**config.mk**
```make
export PLATFORM = sky130hd
export DESIGN_NAME = wb_initiator_flat
export DESIGN_NICKNAME = d
export VERILOG_FILES = /design/src/rtl/toysram_wb_pkg.sv /design/src/rtl/wb_initiator_if.sv /design/src/rtl/wb_init_timer.sv /design/src/rtl/wb_initiator.sv /design/src/flat_wrapper.sv
export SDC_FILE = /design/constraint.sdc
export NUM_CORES = 1
export LEC_CHECK = 0
export CORE_ASPECT_RATIO = 1.1
export CORE_MARGIN = 2
export CORE_UTILIZATION = 30
export DETAILED_ROUTE_END_ITERATION = 12
export SLEW_MARGIN = 20
export SYNTH_ARGS = -nofsm -noshare
export SYNTH_HDL_FRONTEND = slang
export SYNTH_SLANG_ARGS = --single-unit
```
**constraint.sdc**
```tcl
create_clock -name wb_clk_i -period 2.6 [get_ports wb_clk_i]
set_input_delay 0.39 -clock wb_clk_i [delete_from_list [all_inputs] [get_ports wb_clk_i]]
set_output_delay 0.39 -clock wb_clk_i [all_outputs]
set_load 0.01 [all_outputs]
```
**src/rtl/toysram_wb_pkg.sv**
```systemverilog
// Shared definitions for the Wishbone initiator.
//   WB_AW / WB_DW / WB_SELW : address, data and byte-select widths
//   wb_state_e              : initiator FSM states
package toysram_wb_pkg;

  localparam int WB_AW   = 32;
  localparam int WB_DW   = 32;
  localparam int WB_SELW = 4;

  typedef enum logic [1:0] {
    ST_IDLE = 2'd0,
    ST_REQ  = 2'd1,
    ST_RSP  = 2'd2
  } wb_state_e;

endpackage

```
**src/rtl/wb_initiator_if.sv**
```systemverilog
// Bundle of the initiator's command, response and Wishbone master signals.
//   master : the view of wb_initiator (drives cmd_ready, rsp_*, wbm_*_o)
//   slave  : the view of the environment (drives cmd_*, rsp_ready, wbm_ack_i/dat_i)
interface wb_initiator_if;
  import toysram_wb_pkg::*;

  // command channel
  logic               cmd_valid;
  logic               cmd_ready;
  logic               cmd_we;
  logic [WB_SELW-1:0] cmd_sel;
  logic [WB_AW-1:0]   cmd_adr;
  logic [WB_DW-1:0]   cmd_dat;

  // response channel
  logic               rsp_valid;
  logic               rsp_ready;
  logic [WB_DW-1:0]   rsp_dat;
  logic               rsp_err;

  // Wishbone classic bus
  logic               wbm_cyc_o;
  logic               wbm_stb_o;
  logic               wbm_we_o;
  logic [WB_SELW-1:0] wbm_sel_o;
  logic [WB_AW-1:0]   wbm_adr_o;
  logic [WB_DW-1:0]   wbm_dat_o;
  logic               wbm_ack_i;
  logic [WB_DW-1:0]   wbm_dat_i;

  modport master (
    input  cmd_valid, cmd_we, cmd_sel, cmd_adr, cmd_dat,
    output cmd_ready,
    output rsp_valid, rsp_dat, rsp_err,
    input  rsp_ready,
    output wbm_cyc_o, wbm_stb_o, wbm_we_o, wbm_sel_o, wbm_adr_o, wbm_dat_o,
    input  wbm_ack_i, wbm_dat_i
  );

  modport slave (
    output cmd_valid, cmd_we, cmd_sel, cmd_adr, cmd_dat,
    input  cmd_ready,
    input  rsp_valid, rsp_dat, rsp_err,
    output rsp_ready,
    input  wbm_cyc_o, wbm_stb_o, wbm_we_o, wbm_sel_o, wbm_adr_o, wbm_dat_o,
    output wbm_ack_i, wbm_dat_i
  );

endinterface

```
**src/rtl/wb_init_timer.sv**
```systemverilog
// Ack-wait counter for the Wishbone initiator.
//   wb_clk_i, wb_rst_i : clock, asynchronous active-low reset
//   clear              : zero the counter (transfer start)
//   enable             : count this cycle (waiting, no ack)
//   expired            : this counting cycle brings the count to TIMEOUT
module wb_init_timer #(
  parameter int unsigned TIMEOUT = 255
) (
  input  logic wb_clk_i,
  input  logic wb_rst_i,
  input  logic clear,
  input  logic enable,
  output logic expired
);

  localparam logic [15:0] LAST = 16'(TIMEOUT - 1);

  logic [15:0] cnt_q, cnt_d;

  always_comb begin
    cnt_d = cnt_q;
    if (clear) begin
      cnt_d = '0;
    end else if (enable) begin
      cnt_d = cnt_q + 16'd1;
    end
  end

  // Flag the edge on which the count would reach TIMEOUT, so the bus
  // phase lasts exactly TIMEOUT cycles when the slave never answers.
  assign expired = enable && (cnt_q == LAST);

  always_ff @(posedge wb_clk_i or negedge wb_rst_i) begin
    if (!wb_rst_i) begin
      cnt_q <= '0;
    end else begin
      cnt_q <= cnt_d;
    end
  end

endmodule

```
**src/rtl/wb_initiator.sv**
```systemverilog
// Single-outstanding Wishbone classic initiator: takes one command over a
// valid/ready channel, runs it on the bus with an ack timeout, and returns
// the result over a valid/ready response channel.
//   wb_clk_i  : clock
//   wb_rst_i  : asynchronous active-low reset
//   bus       : command/response/Wishbone signals (master view)
//   busy      : high whenever a transfer is in flight (state not IDLE)
//   xfer_cnt  : acked transfers, wraps
//   err_cnt   : timed-out transfers, saturates at 0xFF
module wb_initiator
  import toysram_wb_pkg::*;
#(
  parameter int unsigned TIMEOUT = 255
) (
  input  logic                wb_clk_i,
  input  logic                wb_rst_i,
  wb_initiator_if.master      bus,
  output logic                busy,
  output logic [15:0]         xfer_cnt,
  output logic [7:0]          err_cnt
);

  wb_state_e          state_q, state_d;
  logic               rdy_q;
  logic               cyc_q, cyc_d;
  logic               we_q, we_d;
  logic [WB_SELW-1:0] sel_q, sel_d;
  logic [WB_AW-1:0]   adr_q, adr_d;
  logic [WB_DW-1:0]   dat_q, dat_d;
  logic [WB_DW-1:0]   rsp_dat_q, rsp_dat_d;
  logic               rsp_err_q, rsp_err_d;
  logic [15:0]        xfer_q, xfer_d;
  logic [7:0]         err_q, err_d;

  logic accept;
  logic timer_en;
  logic expired;

  // rdy_q keeps cmd_ready low through reset and for the release edge itself.
  assign accept   = (state_q == ST_IDLE) && rdy_q && bus.cmd_valid;
  assign timer_en = (state_q == ST_REQ) && !bus.wbm_ack_i;

  wb_init_timer #(.TIMEOUT(TIMEOUT)) u_timer (
    .wb_clk_i (wb_clk_i),
    .wb_rst_i (wb_rst_i),
    .clear    (accept),
    .enable   (timer_en),
    .expired  (expired)
  );

  always_comb begin
    state_d   = state_q;
    cyc_d     = cyc_q;
    we_d      = we_q;
    sel_d     = sel_q;
    adr_d     = adr_q;
    dat_d     = dat_q;
    rsp_dat_d = rsp_dat_q;
    rsp_err_d = rsp_err_q;
    xfer_d    = xfer_q;
    err_d     = err_q;

    unique case (state_q)
      ST_IDLE: begin
        if (accept) begin
          we_d    = bus.cmd_we;
          sel_d   = bus.cmd_sel;
          adr_d   = bus.cmd_adr;
          dat_d   = bus.cmd_dat;
          cyc_d   = 1'b1;
          state_d = ST_REQ;
        end
      end
      ST_REQ: begin
        // Ack wins over a simultaneous timeout.
        if (bus.wbm_ack_i) begin
          cyc_d     = 1'b0;
          rsp_dat_d = we_q ? '0 : bus.wbm_dat_i;
          rsp_err_d = 1'b0;
          xfer_d    = xfer_q + 16'd1;
          state_d   = ST_RSP;
        end else if (expired) begin
          cyc_d     = 1'b0;
          rsp_dat_d = '0;
          rsp_err_d = 1'b1;
          err_d     = (err_q == 8'hFF) ? err_q : err_q + 8'd1;
          state_d   = ST_RSP;
        end
      end
      ST_RSP: begin
        if (bus.rsp_ready) begin
          state_d = ST_IDLE;
        end
      end
      default: begin
        state_d = ST_IDLE;
        cyc_d   = 1'b0;
      end
    endcase
  end

  always_ff @(posedge wb_clk_i or negedge wb_rst_i) begin
    if (!wb_rst_i) begin
      state_q   <= ST_IDLE;
      rdy_q     <= 1'b0;
      cyc_q     <= 1'b0;
      we_q      <= 1'b0;
      sel_q     <= '0;
      adr_q     <= '0;
      dat_q     <= '0;
      rsp_dat_q <= '0;
      rsp_err_q <= 1'b0;
      xfer_q    <= '0;
      err_q     <= '0;
    end else begin
      state_q   <= state_d;
      rdy_q     <= 1'b1;
      cyc_q     <= cyc_d;
      we_q      <= we_d;
      sel_q     <= sel_d;
      adr_q     <= adr_d;
      dat_q     <= dat_d;
      rsp_dat_q <= rsp_dat_d;
      rsp_err_q <= rsp_err_d;
      xfer_q    <= xfer_d;
      err_q     <= err_d;
    end
  end

  assign bus.cmd_ready = rdy_q && (state_q == ST_IDLE);
  assign bus.rsp_valid = (state_q == ST_RSP);
  assign bus.rsp_dat   = rsp_dat_q;
  assign bus.rsp_err   = rsp_err_q;
  assign bus.wbm_cyc_o = cyc_q;
  assign bus.wbm_stb_o = cyc_q;
  assign bus.wbm_we_o  = we_q;
  assign bus.wbm_sel_o = sel_q;
  assign bus.wbm_adr_o = adr_q;
  assign bus.wbm_dat_o = dat_q;
  assign busy          = (state_q != ST_IDLE);
  assign xfer_cnt      = xfer_q;
  assign err_cnt       = err_q;

endmodule

```
**src/flat_wrapper.sv**
```systemverilog
// flat-port wrapper written by rule: the top's interface ports become plain ports
module wb_initiator_flat import toysram_wb_pkg::*;
#(
  parameter int unsigned TIMEOUT = 255
)
  (wb_clk_i, wb_rst_i, busy, xfer_cnt, err_cnt, bus_cmd_valid, bus_cmd_we, bus_cmd_sel, bus_cmd_adr, bus_cmd_dat, bus_cmd_ready, bus_rsp_valid, bus_rsp_dat, bus_rsp_err, bus_rsp_ready, bus_wbm_cyc_o, bus_wbm_stb_o, bus_wbm_we_o, bus_wbm_sel_o, bus_wbm_adr_o, bus_wbm_dat_o, bus_wbm_ack_i, bus_wbm_dat_i);
  wb_initiator_if bus_i ();
  input  logic wb_clk_i;
  input  logic wb_rst_i;
  output logic busy;
  output logic [15:0] xfer_cnt;
  output logic [7:0] err_cnt;
  input wire logic [$bits(bus_i.cmd_valid)-1:0] bus_cmd_valid;
  input wire logic [$bits(bus_i.cmd_we)-1:0] bus_cmd_we;
  input wire logic [$bits(bus_i.cmd_sel)-1:0] bus_cmd_sel;
  input wire logic [$bits(bus_i.cmd_adr)-1:0] bus_cmd_adr;
  input wire logic [$bits(bus_i.cmd_dat)-1:0] bus_cmd_dat;
  output wire logic [$bits(bus_i.cmd_ready)-1:0] bus_cmd_ready;
  output wire logic [$bits(bus_i.rsp_valid)-1:0] bus_rsp_valid;
  output wire logic [$bits(bus_i.rsp_dat)-1:0] bus_rsp_dat;
  output wire logic [$bits(bus_i.rsp_err)-1:0] bus_rsp_err;
  input wire logic [$bits(bus_i.rsp_ready)-1:0] bus_rsp_ready;
  output wire logic [$bits(bus_i.wbm_cyc_o)-1:0] bus_wbm_cyc_o;
  output wire logic [$bits(bus_i.wbm_stb_o)-1:0] bus_wbm_stb_o;
  output wire logic [$bits(bus_i.wbm_we_o)-1:0] bus_wbm_we_o;
  output wire logic [$bits(bus_i.wbm_sel_o)-1:0] bus_wbm_sel_o;
  output wire logic [$bits(bus_i.wbm_adr_o)-1:0] bus_wbm_adr_o;
  output wire logic [$bits(bus_i.wbm_dat_o)-1:0] bus_wbm_dat_o;
  input wire logic [$bits(bus_i.wbm_ack_i)-1:0] bus_wbm_ack_i;
  input wire logic [$bits(bus_i.wbm_dat_i)-1:0] bus_wbm_dat_i;
  assign bus_i.cmd_valid = bus_cmd_valid;
  assign bus_i.cmd_we = bus_cmd_we;
  assign bus_i.cmd_sel = bus_cmd_sel;
  assign bus_i.cmd_adr = bus_cmd_adr;
  assign bus_i.cmd_dat = bus_cmd_dat;
  assign bus_cmd_ready = bus_i.cmd_ready;
  assign bus_rsp_valid = bus_i.rsp_valid;
  assign bus_rsp_dat = bus_i.rsp_dat;
  assign bus_rsp_err = bus_i.rsp_err;
  assign bus_i.rsp_ready = bus_rsp_ready;
  assign bus_wbm_cyc_o = bus_i.wbm_cyc_o;
  assign bus_wbm_stb_o = bus_i.wbm_stb_o;
  assign bus_wbm_we_o = bus_i.wbm_we_o;
  assign bus_wbm_sel_o = bus_i.wbm_sel_o;
  assign bus_wbm_adr_o = bus_i.wbm_adr_o;
  assign bus_wbm_dat_o = bus_i.wbm_dat_o;
  assign bus_i.wbm_ack_i = bus_wbm_ack_i;
  assign bus_i.wbm_dat_i = bus_wbm_dat_i;
  wb_initiator #(.TIMEOUT(TIMEOUT)) u_core (.wb_clk_i(wb_clk_i), .wb_rst_i(wb_rst_i), .bus(bus_i), .busy(busy), .xfer_cnt(xfer_cnt), .err_cnt(err_cnt));
endmodule
```
* Yosys cells after proc, flatten, opt, wreduce, memory -nomap -nowiden
Index checks and enable logic that the tools add are counted.
Cells by class: eq/ne operators 7, reduce and logical (&&, ||, !) cells 15, $add $sub $neg 3, multiplexer cells 16, bitwise logic cells 3
Operators with widths (number):
- two-way mux 32 bit | 3
- adder 16 x 1 -> 16 bit, second input constant | 2
- two-way mux 16 bit | 2
- == test 16 x 8 -> 1 bit, second input constant | 1
- adder 8 x 1 -> 8 bit, second input constant | 1
- == test 8 bit, second input constant | 1
- two-way mux 2 bit | 4
- one-hot mux 2 bit (3 select lines) | 1
- AND reduction 2 bit | 3
- AND reduction 3 bit | 2
- nonzero test 2 bit | 3
- two-way mux 1 bit | 5
- logical AND 1 bit | 4
- != test 2 x 1 -> 1 bit, second input constant | 2
- AND reduction 4 bit | 1
- != test 3 x 2 -> 1 bit, second input constant | 1
- inverter 1 bit | 3
- one-hot mux 1 bit (3 select lines) | 1
- == test 2 x 1 -> 1 bit, second input constant | 1
- == test 2 bit, second input constant | 1
- zero test 2 bit | 1
- zero test 1 bit | 1
Storage, ports and cells: flip-flop bits (word level) 146, logic and storage cells 56, output and inout bits 131

* Depth between registers and ports, before layout
word-level depth 6, depth in mapped cells 7

* Modules after synthesis
From an unflattened synthesis, not the netlist that was laid out.
Second synthesis, totals: cells, all modules 427, area total of the unflattened synthesis 6177.2 um^2
Modules (own cells, without submodules):
- wb_initiator | instances 1, cells an instance 337, area an instance 5312.6 um^2
- wb_init_timer | instances 1, cells an instance 90, area an instance 864.6 um^2

* Least setup slack after synthesis
Ideal clock, no wire load.
kind register -> register, from register u_core.u_timer.cnt_q[0], to register u_core.err_q[1] (netlist: u_core.err_cnt[1]), data required time 2.475 ns, path buffers 0, cell stages (with the launch flop) 7, data arrival time 1.656 ns, slack 0.819 ns, cell sequence dfrtp_1 > inv_1 > ha_1 > nor4b_2 > nand4_2 > nor3_1 > mux2_2
On the way: longest elaborated chain between the ends 3
Ends and longest elaborated chain:
- start, declared | RTL line wb_init_timer.sv:18 | logic [15:0] cnt_q, cnt_d;
- start signal, assigned | RTL line wb_init_timer.sv:37 | cnt_q <= cnt_d;
- == test 16 x 8 -> 1 bit | RTL line wb_init_timer.sv:31 | assign expired = enable && (cnt_q == LAST);
- logical AND 1 bit | RTL line wb_init_timer.sv:31
- AND reduction 4 bit (no source line)
- end signal, assigned | RTL line wb_initiator.sv:126 | err_q <= err_d;
- end, declared | RTL line wb_initiator.sv:33 | logic [7:0] err_q, err_d;
Every way passes these cells. A chain may end at the register's enable or synchronous reset.

* Worst setup path after layout
from register u_core.state_q[0], to output port bus_cmd_ready
On the way: longest elaborated chain between the ends 2
Ends and longest elaborated chain:
- start, declared | RTL line wb_initiator.sv:23 | wb_state_e state_q, state_d;
- start signal, assigned | RTL line wb_initiator.sv:116 | state_q <= state_d;
- zero test 2 bit | RTL line wb_initiator.sv:130 | assign bus.cmd_ready = rdy_q && (state_q == ST_IDLE);
- logical AND 1 bit | RTL line wb_initiator.sv:130
- end, declared | RTL line flat_wrapper.sv:18 | output wire logic [$bits(bus_i.cmd_ready)-1:0] bus_cmd_ready;
Every way passes these cells.

==> qor.csv <==
stage,metric,value,unit
global_route,busiest_layer,met2,
sta,worst_pin_slew,723,ps
route,wl_per_cell,14.8,um
synth,ys_seq_area_share,62.2,%
clocking,cts_tree,done,
floorplanning,start_util,30.7,%
global_route,use_met1,19.7,%
sta,post-route-min-period,2320,ps
critical_path,worst-path-max-fanout,8,
sta,timing.final.crit_share,89.3,%
synth,synth_common_cells,"nand2_1, dfrtp_1, a22o_1, xor2_1, nor2_1",
sta,fmax,0.431,GHz
route,wl,15.9,mm
clocking,clock_latency,410,ps
sta,grt_setup_unrepaired,no,
floorplanning,fp-row-count,53,
synth,synth.area.top_cells,"dfrtp_1, nand2_1, a22o_1",
global_route,met2_usage,24.3,%
synth,avgSynthCellArea,10.3,um2
power_and_ir_drop,intPower,6.21,mW
clocking,cts.clk_slew.worst_paths,60,ps
power_and_ir_drop,seqPwrFrac,38.4,%
critical_path,r2r-end,u_core.err_cnt[7],
layout,area_delta_synth_final,56.4,%
global_route,grt_max_degree,73,
synth,synth_cell_types,40,
critical_path,r2r_slack,630,ps
global_route,antenna_found_initial,2,
route,viasPerCell,4.48,
route,antenna_left,0,
synth,synthCells,572,
place,gp_congestion,0.777,
clocking,htree_levels,4,
route,drt_iter0_drc,177,
critical_path,worst_r2r_startpoint,u_core.u_timer.cnt_q[0],
floorplanning,die_w,137,um
critical_path,startpoint_type,register,
power_and_ir_drop,switchingPower,2.54,mW
synth,yosys.area.top_type,dfrtp_1,
synth,synth_top_area_share,62.2,%
clocking,clock_path_buffers,2,
route,drcViolationCount,0,
hold_path,worst_hold_path_type,reg -> reg,
layout,instances_no_fill,1072,
synth,syn_area,5870,um2
critical_path,crit_required,2210,ps
synth,async_flop_share,100,%
floorplanning,ios,237,
route,via_count,4804,
sta,setup_viol,0,
hold_path,whs_path_depth,2,
layout,final_layout_size_suffix_gt1_share,6.55,%
floorplanning,core,19200,um2
power_and_ir_drop,ir_worst_vdd,442,uV
clocking,post_cts_buffers,0,
power_and_ir_drop,p_sw_share,29.0,%
sta,skew,9.16,ps
hold_path,hold_path_end,u_core.bus.wbm_dat_o[13],
sta,hold_viol_final,0,
critical_path,reg2reg_depth,6,
place,placedCellCount,1039,
layout,layout.filler_cells,1821,
clocking,clock_sinks,146,
global_route,globalRouteOverflowTotal,0,
clocking,cts_made_buffers,17,
run,drv_cap,0,
global_route,use_met3,6.36,%
hold_path,hold_start,u_core.bus.wbm_dat_o[13],
floorplanning,die_y,151,um
sta,relSlewSlack,50.6,%
run_status,outcome,"complete, no violations",
synth,synth_most_common_cell,nand2_1,
critical_path,crit_type,reg -> out,
clocking,clockRootBuffer,clkbuf_16,
sta,final.setup.tns,0,ps
critical_path,arrival,1930,ps
floorplanning,die_area,20700,um2
power_and_ir_drop,p_leak,4.29,nW
power_and_ir_drop,power_density,952,nW/um2
place,port_buffers,236,
synth,synth_edf_count,0,
sta,final_max_slew_viol_count,0,
global_route,grt_pass1_wl,25.3,mm
global_route,grt_use_total,15.6,%
synth,synth_flop_cell,dfrtp_1,
global_route,grt_pass1_vias,4917,
power_and_ir_drop,pwr-share-comb,32.2,%
layout,num-nets-final,922,
synth,yosys_warnings,0,
synth,syn-num-nets,682,
critical_path,cp-end-kind,output port,
place,hpwlAfterDp,11.0,mm
route,drtPass1Iterations,4,
power_and_ir_drop,power_frac_clock,29.4,%
synth,ys_ff_latch,146,
worst max-delay path, cell delays in order (launching register included):
cell	delay (ps)
dfrtp_1	490
nor2_1	330
and2_1	180
clkdlybuf4s50_1	530
power by group through the flow:
stage / clock [mW] / sequential [mW] / combinational, mW
CTS: 2.64 / 3.37 / 2.86
global route: 2.75 / 3.46 / 3.07
global placement: 0 / 3.39 / 2.83
detailed placement: 0 / 3.38 / 2.85
floorplan: 0 / 3.67 / 0.739
finish: 2.57 / 3.36 / 2.82
placed cells by master, fill, tap and decap left out, types with 5 or more instances in the layout:
cell type / netlist / final
a22o_1: 32 / 32
inv_1: 6 / 6
o21ai_0: 8 / 8
nand3_1: 14 / 13
or3_1: 5 / 5
nor3_1: 5 / 5
clkbuf_16: 0 / 17
clkdlybuf4s50_1: 0 / 235
a21oi_1: 6 / 6
xnor2_1: 10 / 10
buf_4: 1 / 7
and3_1: 6 / 5
nand4_1: 9 / 9
nand2_1: 222 / 222
xor2_1: 19 / 19
dfrtp_1: 146 / 146
nor2_1: 17 / 16
per-stage QoR:
stage          util [%]  area, um2  hold slack, ps  power (mW)  worst slack [ps]
5_1_grt            47.9       9180             492        9.28               162
3_3_place_gp       44.7       8560             431        6.22               425
3_5_place_dp       44.7       8560             430        6.24               395
4_1_cts            47.9       9180             476        8.88               256
2_1_floorplan         -       5870            94.4        4.40               819
6_report           47.9       9190             469        8.74               277
cell type report:
type	instances	area (um2)	area share, %
antenna	1	2.50	0.0272
clock buffer	18	429	4.67
clock inverter	13	185	2.02
inverter	6	22.5	0.245
multi-input combinational	394	2100	22.8
sequential	146	3650	39.8
tap	247	309	3.36
timing repair buffer	247	2490	27.1
worst max path at each step:
stage | slack [ps] | startpoint | cells after the start | end
2_1_floorplan | 820 | u_core.u_timer.cnt_q[0] | 6 | u_core.err_cnt[1]
3_3_place_gp | 430 | bus_wbm_ack_i | 5 | u_core.u_timer.cnt_q[11]
3_5_place_dp | 400 | bus_wbm_ack_i | 5 | u_core.u_timer.cnt_q[11]
4_1_cts | 260 | u_core.state_q[0] | 3 | bus_cmd_ready
5_1_grt | 160 | u_core.state_q[0] | 3 | bus_cmd_ready
6_report | 280 | u_core.state_q[0] | 3 | bus_cmd_ready
logic make-up after synthesis:
| family | count (synthesis) | share of synthesized area [%] |
|---|---|---|
| buffers and inverters | 32 | 2.26 |
| AO/OA/AOI/OAI | 51 | 6.71 |
| AND/OR/NAND/NOR | 304 | 22.7 |
| XOR/XNOR | 29 | 4.32 |
| flip-flops | 146 | 62.2 |
| other | 1 | 0.0638 |
| multiplexers | 5 | 0.937 |
| adder cells (fa/ha/maj) | 4 | 0.852 |
state kept, by name (all words and copies together), names as in the netlist, 2 cells and up:
signal	cells
u_core.state_q	2
u_core.bus.wbm_sel_o	4
u_core.xfer_cnt	16
u_core.bus.rsp_dat	32
u_core.u_timer.cnt_q	16
u_core.bus.wbm_dat_o	32
u_core.bus.wbm_adr_o	32
u_core.err_cnt	8
routing by layer:
layer  share of wire (%)  wire, um  vias up
li1                    -         -     2364
met1                  43      6820     2254
met2                  46      7270      167
met3                 9.5      1510       17
met4                 1.5       238        2
met5               0.082        13        -
what timing repair did:
action | 4_1_cts | 5_1_grt
resized for setup | 0 | 0
endpoints found under the hold margin | 26 | 0
setup endpoints to repair | 0 | 0
hold buffers | 1 | 0
Power figures use the tool's default switching activity.
